$ cat src/rtl/hamming_addr_dec_pkg.sv
// Shared Hamming SEC helpers: parity width, data bit placement, syndrome, Gray decode.
// Used by hamming_addr_dec and hamming_syndrome.
package hamming_pkg;

    localparam int MAX_CW = 31;
    localparam int SYN_W  = 5;

    typedef struct packed {
        logic corr;
        logic uncorr;
    } flags_t;

    function automatic int par_w(input int data_w);
        return (data_w <= 11) ? 4 : 5;
    endfunction

    // Hamming position (1-based) of data bit d; powers of two are parity slots.
    function automatic int data_pos(input int d);
        int cnt;
        int pos;
        cnt = -1;
        pos = 0;
        for (int p = 1; p <= MAX_CW; p++) begin
            if ((p & (p - 1)) != 0) begin
                cnt++;
                if (cnt == d && pos == 0) pos = p;
            end
        end
        return pos;
    endfunction

    function automatic logic [SYN_W-1:0] syndrome(input logic [MAX_CW-1:0] cw);
        logic [SYN_W-1:0] s;
        s = '0;
        for (int i = 0; i < MAX_CW; i++)
            if (cw[i]) s ^= SYN_W'(i + 1);
        return s;
    endfunction

    // Input is zero-extended, so the MSB of the real field decodes as itself.
    function automatic logic [25:0] gray2bin(input logic [25:0] g);
        logic [25:0] b;
        b[25] = g[25];
        for (int i = 24; i >= 0; i--)
            b[i] = b[i + 1] ^ g[i];
        return b;
    endfunction

endpackage

$ cat src/rtl/hamming_addr_dec_syndrome.sv
// Combinational Hamming syndrome: XOR of the 1-based positions of all set bits.
module hamming_syndrome
    import hamming_pkg::*;
#(
    parameter int CW_W = 12
) (
    input  logic [CW_W-1:0]  i_cw,
    output logic [SYN_W-1:0] o_syn
);

    logic [MAX_CW-1:0] w_cw_ext;

    assign w_cw_ext = MAX_CW'(i_cw);
    assign o_syn    = syndrome(w_cw_ext);

endmodule

$ cat src/rtl/hamming_addr_dec.sv
// Two-stage Hamming SEC address decoder with optional Gray-to-binary output.
// Error counters are built only when HAMMING_ERRCNT_EN is defined.
module hamming_addr_dec
    import hamming_pkg::*;
#(
    parameter  int DATA_W = 8,
    parameter  int GRAY   = 1,
    parameter  int CNT_W  = 16,
    localparam int PAR_W  = par_w(DATA_W),
    localparam int CW_W   = DATA_W + PAR_W
) (
    input  logic              clk,
    input  logic              reset_n,
    input  logic [CW_W-1:0]   in_cw,
    input  logic              in_valid,
    output logic              in_ready,
    output logic [DATA_W-1:0] out_data,
    output logic              out_corr,
    output logic              out_uncorr,
    output logic              out_valid,
    input  logic              out_ready
`ifdef HAMMING_ERRCNT_EN
   ,input  logic              cnt_clr,
    output logic [CNT_W-1:0]  corr_cnt,
    output logic [CNT_W-1:0]  uncorr_cnt
`endif
);

    logic              w_s1_adv, w_s2_adv;
    logic [SYN_W-1:0]  w_syn;
    logic [DATA_W-1:0] w_in_dat, w_raw, w_dec;
    flags_t            w_flags;

    logic              r_s1_valid;
    logic [DATA_W-1:0] r_s1_dat;
    logic [SYN_W-1:0]  r_s1_syn;
    logic              r_s2_valid;
    logic [DATA_W-1:0] r_s2_data;
    flags_t            r_s2_flags;

    assign w_s2_adv = !r_s2_valid | out_ready;
    assign w_s1_adv = !r_s1_valid | w_s2_adv;
    assign in_ready = w_s1_adv;

    hamming_syndrome #(.CW_W(CW_W)) u_syn (
        .i_cw  (in_cw),
        .o_syn (w_syn)
    );

    // Parity bits are fully summarised by the syndrome, so only data bits are staged.
    for (genvar d = 0; d < DATA_W; d++) begin : g_dat
        localparam int P = data_pos(d);
        assign w_in_dat[d] = in_cw[P-1];
        assign w_raw[d]    = r_s1_dat[d] ^ (r_s1_syn == SYN_W'(P));
    end

    always_comb begin
        w_flags        = '0;
        w_flags.corr   = (r_s1_syn != '0) && (int'(r_s1_syn) <= CW_W);
        w_flags.uncorr = int'(r_s1_syn) > CW_W;
        w_dec          = (GRAY != 0) ? DATA_W'(gray2bin(26'(w_raw))) : w_raw;
    end

    always_ff @(posedge clk or negedge reset_n) begin
        if (!reset_n) begin
            r_s1_valid <= 1'b0;
            r_s1_dat   <= '0;
            r_s1_syn   <= '0;
        end else if (w_s1_adv) begin
            r_s1_valid <= in_valid;
            if (in_valid) begin
                r_s1_dat <= w_in_dat;
                r_s1_syn <= w_syn;
            end
        end
    end

    always_ff @(posedge clk or negedge reset_n) begin
        if (!reset_n) begin
            r_s2_valid <= 1'b0;
            r_s2_data  <= '0;
            r_s2_flags <= '0;
        end else if (w_s2_adv) begin
            r_s2_valid <= r_s1_valid;
            if (r_s1_valid) begin
                r_s2_data  <= w_dec;
                r_s2_flags <= w_flags;
            end
        end
    end

    assign out_valid  = r_s2_valid;
    assign out_data   = r_s2_data;
    assign out_corr   = r_s2_flags.corr;
    assign out_uncorr = r_s2_flags.uncorr;

`ifdef HAMMING_ERRCNT_EN
    logic             w_out_fire;
    logic [CNT_W-1:0] r_corr_cnt, r_uncorr_cnt;

    assign w_out_fire = r_s2_valid & out_ready;

    // Clear wins over a same-cycle increment; counters stick at all-ones.
    always_ff @(posedge clk or negedge reset_n) begin
        if (!reset_n) begin
            r_corr_cnt   <= '0;
            r_uncorr_cnt <= '0;
        end else if (cnt_clr) begin
            r_corr_cnt   <= '0;
            r_uncorr_cnt <= '0;
        end else begin
            if (w_out_fire && r_s2_flags.corr && r_corr_cnt != '1)
                r_corr_cnt <= r_corr_cnt + 1'b1;
            if (w_out_fire && r_s2_flags.uncorr && r_uncorr_cnt != '1)
                r_uncorr_cnt <= r_uncorr_cnt + 1'b1;
        end
    end

    assign corr_cnt   = r_corr_cnt;
    assign uncorr_cnt = r_uncorr_cnt;
`endif

endmodule

$ cat config.mk
export PLATFORM = sky130hd
export DESIGN_NAME = hamming_addr_dec
export DESIGN_NICKNAME = d
export VERILOG_FILES = /design/src/rtl/hamming_addr_dec_pkg.sv /design/src/rtl/hamming_addr_dec_syndrome.sv /design/src/rtl/hamming_addr_dec.sv
export SDC_FILE = /design/constraint.sdc
export NUM_CORES = 1
export LEC_CHECK = 0
export CORE_MARGIN = 3
export CORE_UTILIZATION = 51
export DETAILED_ROUTE_END_ITERATION = 6
export PLACE_DENSITY = 0.79
export SLEW_MARGIN = 20
export SYNTH_ARGS = -nofsm -noshare
export SYNTH_HDL_FRONTEND = slang
export SYNTH_SLANG_ARGS = --single-unit
$ cat constraint.sdc
create_clock -name clk -period 2.3 [get_ports clk]
set_input_delay 0.23 -clock clk [delete_from_list [all_inputs] [get_ports clk]]
set_output_delay 0.23 -clock clk [all_outputs]
set_load 0.05 [all_outputs]
==> results.txt <==
* Die Y: 59.2 microns
- Worst vdd ir: 0.000817 V
- The die covers 3500 sq um.
- Average vias per placed instance: 5.16
- Maximum clock insertion buffer count: 2
- Transition at the pin with the smallest max-transition slack: 497 ps
- In this run the number of H-tree levels came out at 1.
- For this configuration, the core starts out at a cell density of 55.7%.
- Count of distinct cell types in the synthesized netlist: 26
- For this run, the top clock speed supported by timing is 489 MHz.
- Count of pins over their slew limit: 0
* Remaining antenna violation count after routing: 0
* Number of buffers inserted by hold repair at cts: 0
- The first global-routing pass estimated 4220 microns of wire.
* Nets in the synthesized netlist: 139
- Crit Path Class: flop to flop
* I/O pin count: 28
* Leading cell types in the layout, fill and taps excluded: 27 x sky130_fd_sc_hd__clkdlybuf4s50_1, 24 x sky130_fd_sc_hd__dfrtp_1, 18 x sky130_fd_sc_hd__xnor2_1
* Maximum number of pins on one net before global-route repair: 25
* Horizontal extent of the die: 59.2 microns
- Status: finished clean
* Kind of start point of the critical path: flop
- The worst path uses 88.9% of the clock period.
- The floorplan has 18 rows.
* GPL Wtd Cong: 0.836
- Cell count after synthesis: 123
- Wirelength, routed: 2430 microns
* Final nets: 168
* Commonest non-fill, non-tap cell in the layout: sky130_fd_sc_hd__clkdlybuf4s50_1
- Slew HR: 66.8%
- Initial antenna violation count: 0
* Post-synthesis sequential area ratio: 41.7%
- Cell Area, Placed: 1750 sq um
- Number of input and output port buffers inserted: 27
* Post-synthesis register bit count: 24
* Final design instance area without fill: 1800 sq um
* Relative area change from synthesis to final layout: 24.7%
- Post-CTS repair changed the size of 0 cells.
- Data on the critical path is required at its endpoint by 2520 ps.
- Routed vias: 934
- Summing internal, switching and leakage power gives 2.11 mW.
* Worst clock skew: 10.3 ps
* Clock tree sinks: 24
- Dividing total power by cell area gives a power density of 1180 nW/um^2.
- The via count of the first global-routing pass was 968.
- Number of buffers inserted by post-CTS setup repair: 0
* Clock latency on the worst-skew pair: 310 ps
- Yosys printed 0 warnings.
* Final HPWL from detailed placement: 1970 microns
* Worst reg-to-reg setup slack: 250 ps
- CTS placed an instance of sky130_fd_sc_hd__clkbuf_4 at the clock tree root.
* Total setup violations reported at the end of the flow: 0
- Initial DRT Pass Iterations: 2
* Fill cell count: 209
- Cells with a size suffix above 1 make up 15.2% of the layout.
- The min-delay analysis places its worst path in the category input pin to async pin.
* Final total negative setup slack: 0 ps
- Synthesized area divided by synthesized cell count: 11.7 sq um
* Detailed Route Iter0 Violations: 12
- Crit path capture type: flop
- After floorplanning, the core was sized to cover 2590 sq um.
- At the worst endpoint, the arrival time is 2260 ps.
- Leak: 0.754 nW
- Largest fanout on the critical path: 12
- Grt ovf: 0
* MaxCap Viol Count: 0
- After synthesis the cells add up to 1440 sq um.
- In this run, CTS created clock tree buffers numbering 3.
- CTS tree: built
- Clock slew seen by the registers of the worst setup and hold paths: 130 ps
* Number of diodes added for antenna fixing: 0
- After detailed routing, the average wire length per cell comes to 13.4 microns.
* Shortest period the worst path allows: 2050 ps
* Overall global routing resource usage: 15.9%
- Unrepaired setup endpoints after global routing: false
- DRC Markers: 0
- The number of hold violations in the final report came to 0.
critical path, cell delays in order (launching register included):
cell	delay (ps)
sky130_fd_sc_hd__dfrtp_1	590
sky130_fd_sc_hd__nand3b_1	150
sky130_fd_sc_hd__xnor2_1	310
sky130_fd_sc_hd__xnor3_1	470
sky130_fd_sc_hd__xnor3_1	180
sky130_fd_sc_hd__mux2_2	260
cells by family (layout without fill, tap and decap cells):
family / count (synthesis) / count (layout) / synth area share (%)
XOR/XNOR: 37 / 37 / 30.9
buffers and inverters: 6 / 34 / 2.00
AO/OA/AOI/OAI: 16 / 16 / 6.51
multiplexers: 9 / 9 / 7.03
AND/OR/NAND/NOR: 31 / 31 / 11.9
flip-flops: 24 / 24 / 41.7
per-stage QoR:
step	worst slack (ps)	hold slack, ps	instances	util, %
6_report	255	261	181	69.4
5_1_grt	72.1	277	181	69.4
4_1_cts	250	260	181	69.4
3_5_place_dp	255	475	177	67.4
3_3_place_gp	353	460	177	67.4
2_1_floorplan	41.0	-65.6	123	-
Yosys cell counts, drive strengths merged:
cell type	instances	area (sq um)
dfrtp	24	601
o21ai	15	86.3
or4	1	7.51
nand4b	1	8.76
o211ai	1	7.51
nor3	1	5.00
nor2b	1	6.26
mux2	9	101
nor4bb	1	10.0
nand2	17	63.8
nand2b	3	18.8
xor2	11	104
nor3b	2	20.0
xnor2	21	229
xnor3	5	113
clkbuf	3	11.3
and3b	1	8.76
nand3b	3	22.5
buf	3	17.5
state kept, by name, indices dropped and copies added (netlist names):
signal      flops
out_data        8
r_s1_dat        8
r_s1_syn        4
out_corr        1
out_uncorr      1
out_valid       1
r_s1_valid      1
cell type report:
class                           count  area [sq um]  share of cell area [%]
Tap cell                           30          37.5                    2.09
Clock inverter                      1          30.0                    1.67
Multi-Input combinational cell     93           815                    45.3
Sequential cell                    24           601                    33.4
Timing Repair Buffer               30           293                    16.3
Clock buffer                        3          22.5                    1.25
power breakdown:
group / switching (mW) / leakage (nW) / internal [mW] / total (mW)
logic: 0.587 / 0.440 / 0.579 / 1.17
registers: 0.109 / 0.286 / 0.538 / 0.647
clock network: 0.125 / 0.0279 / 0.176 / 0.301
worst paths after layout:
kind / startpoint / end / cells past startpoint
max in group asynchronous: reset_n / r_s1_syn[0] / 2
worst min-delay path: reset_n / out_data[1] / 2
worst max register to register: r_s1_syn[1] / out_data[0] / 5
min in group clk: out_data[6] / out_data[6] / 2
worst min register to register: out_data[6] / out_data[6] / 2
worst max-delay path: r_s1_syn[1] / out_data[0] / 5
routing by layer:
metal	vias up	wire, microns	GRT usage, %
li1	463	-	-
met1	442	982	17.3
met2	24	1310	30.8
met3	5	108	2.61
met4	0	32	4.85
met5	-	0	0
No activity file was read; power rests on OpenSTA's default activity.
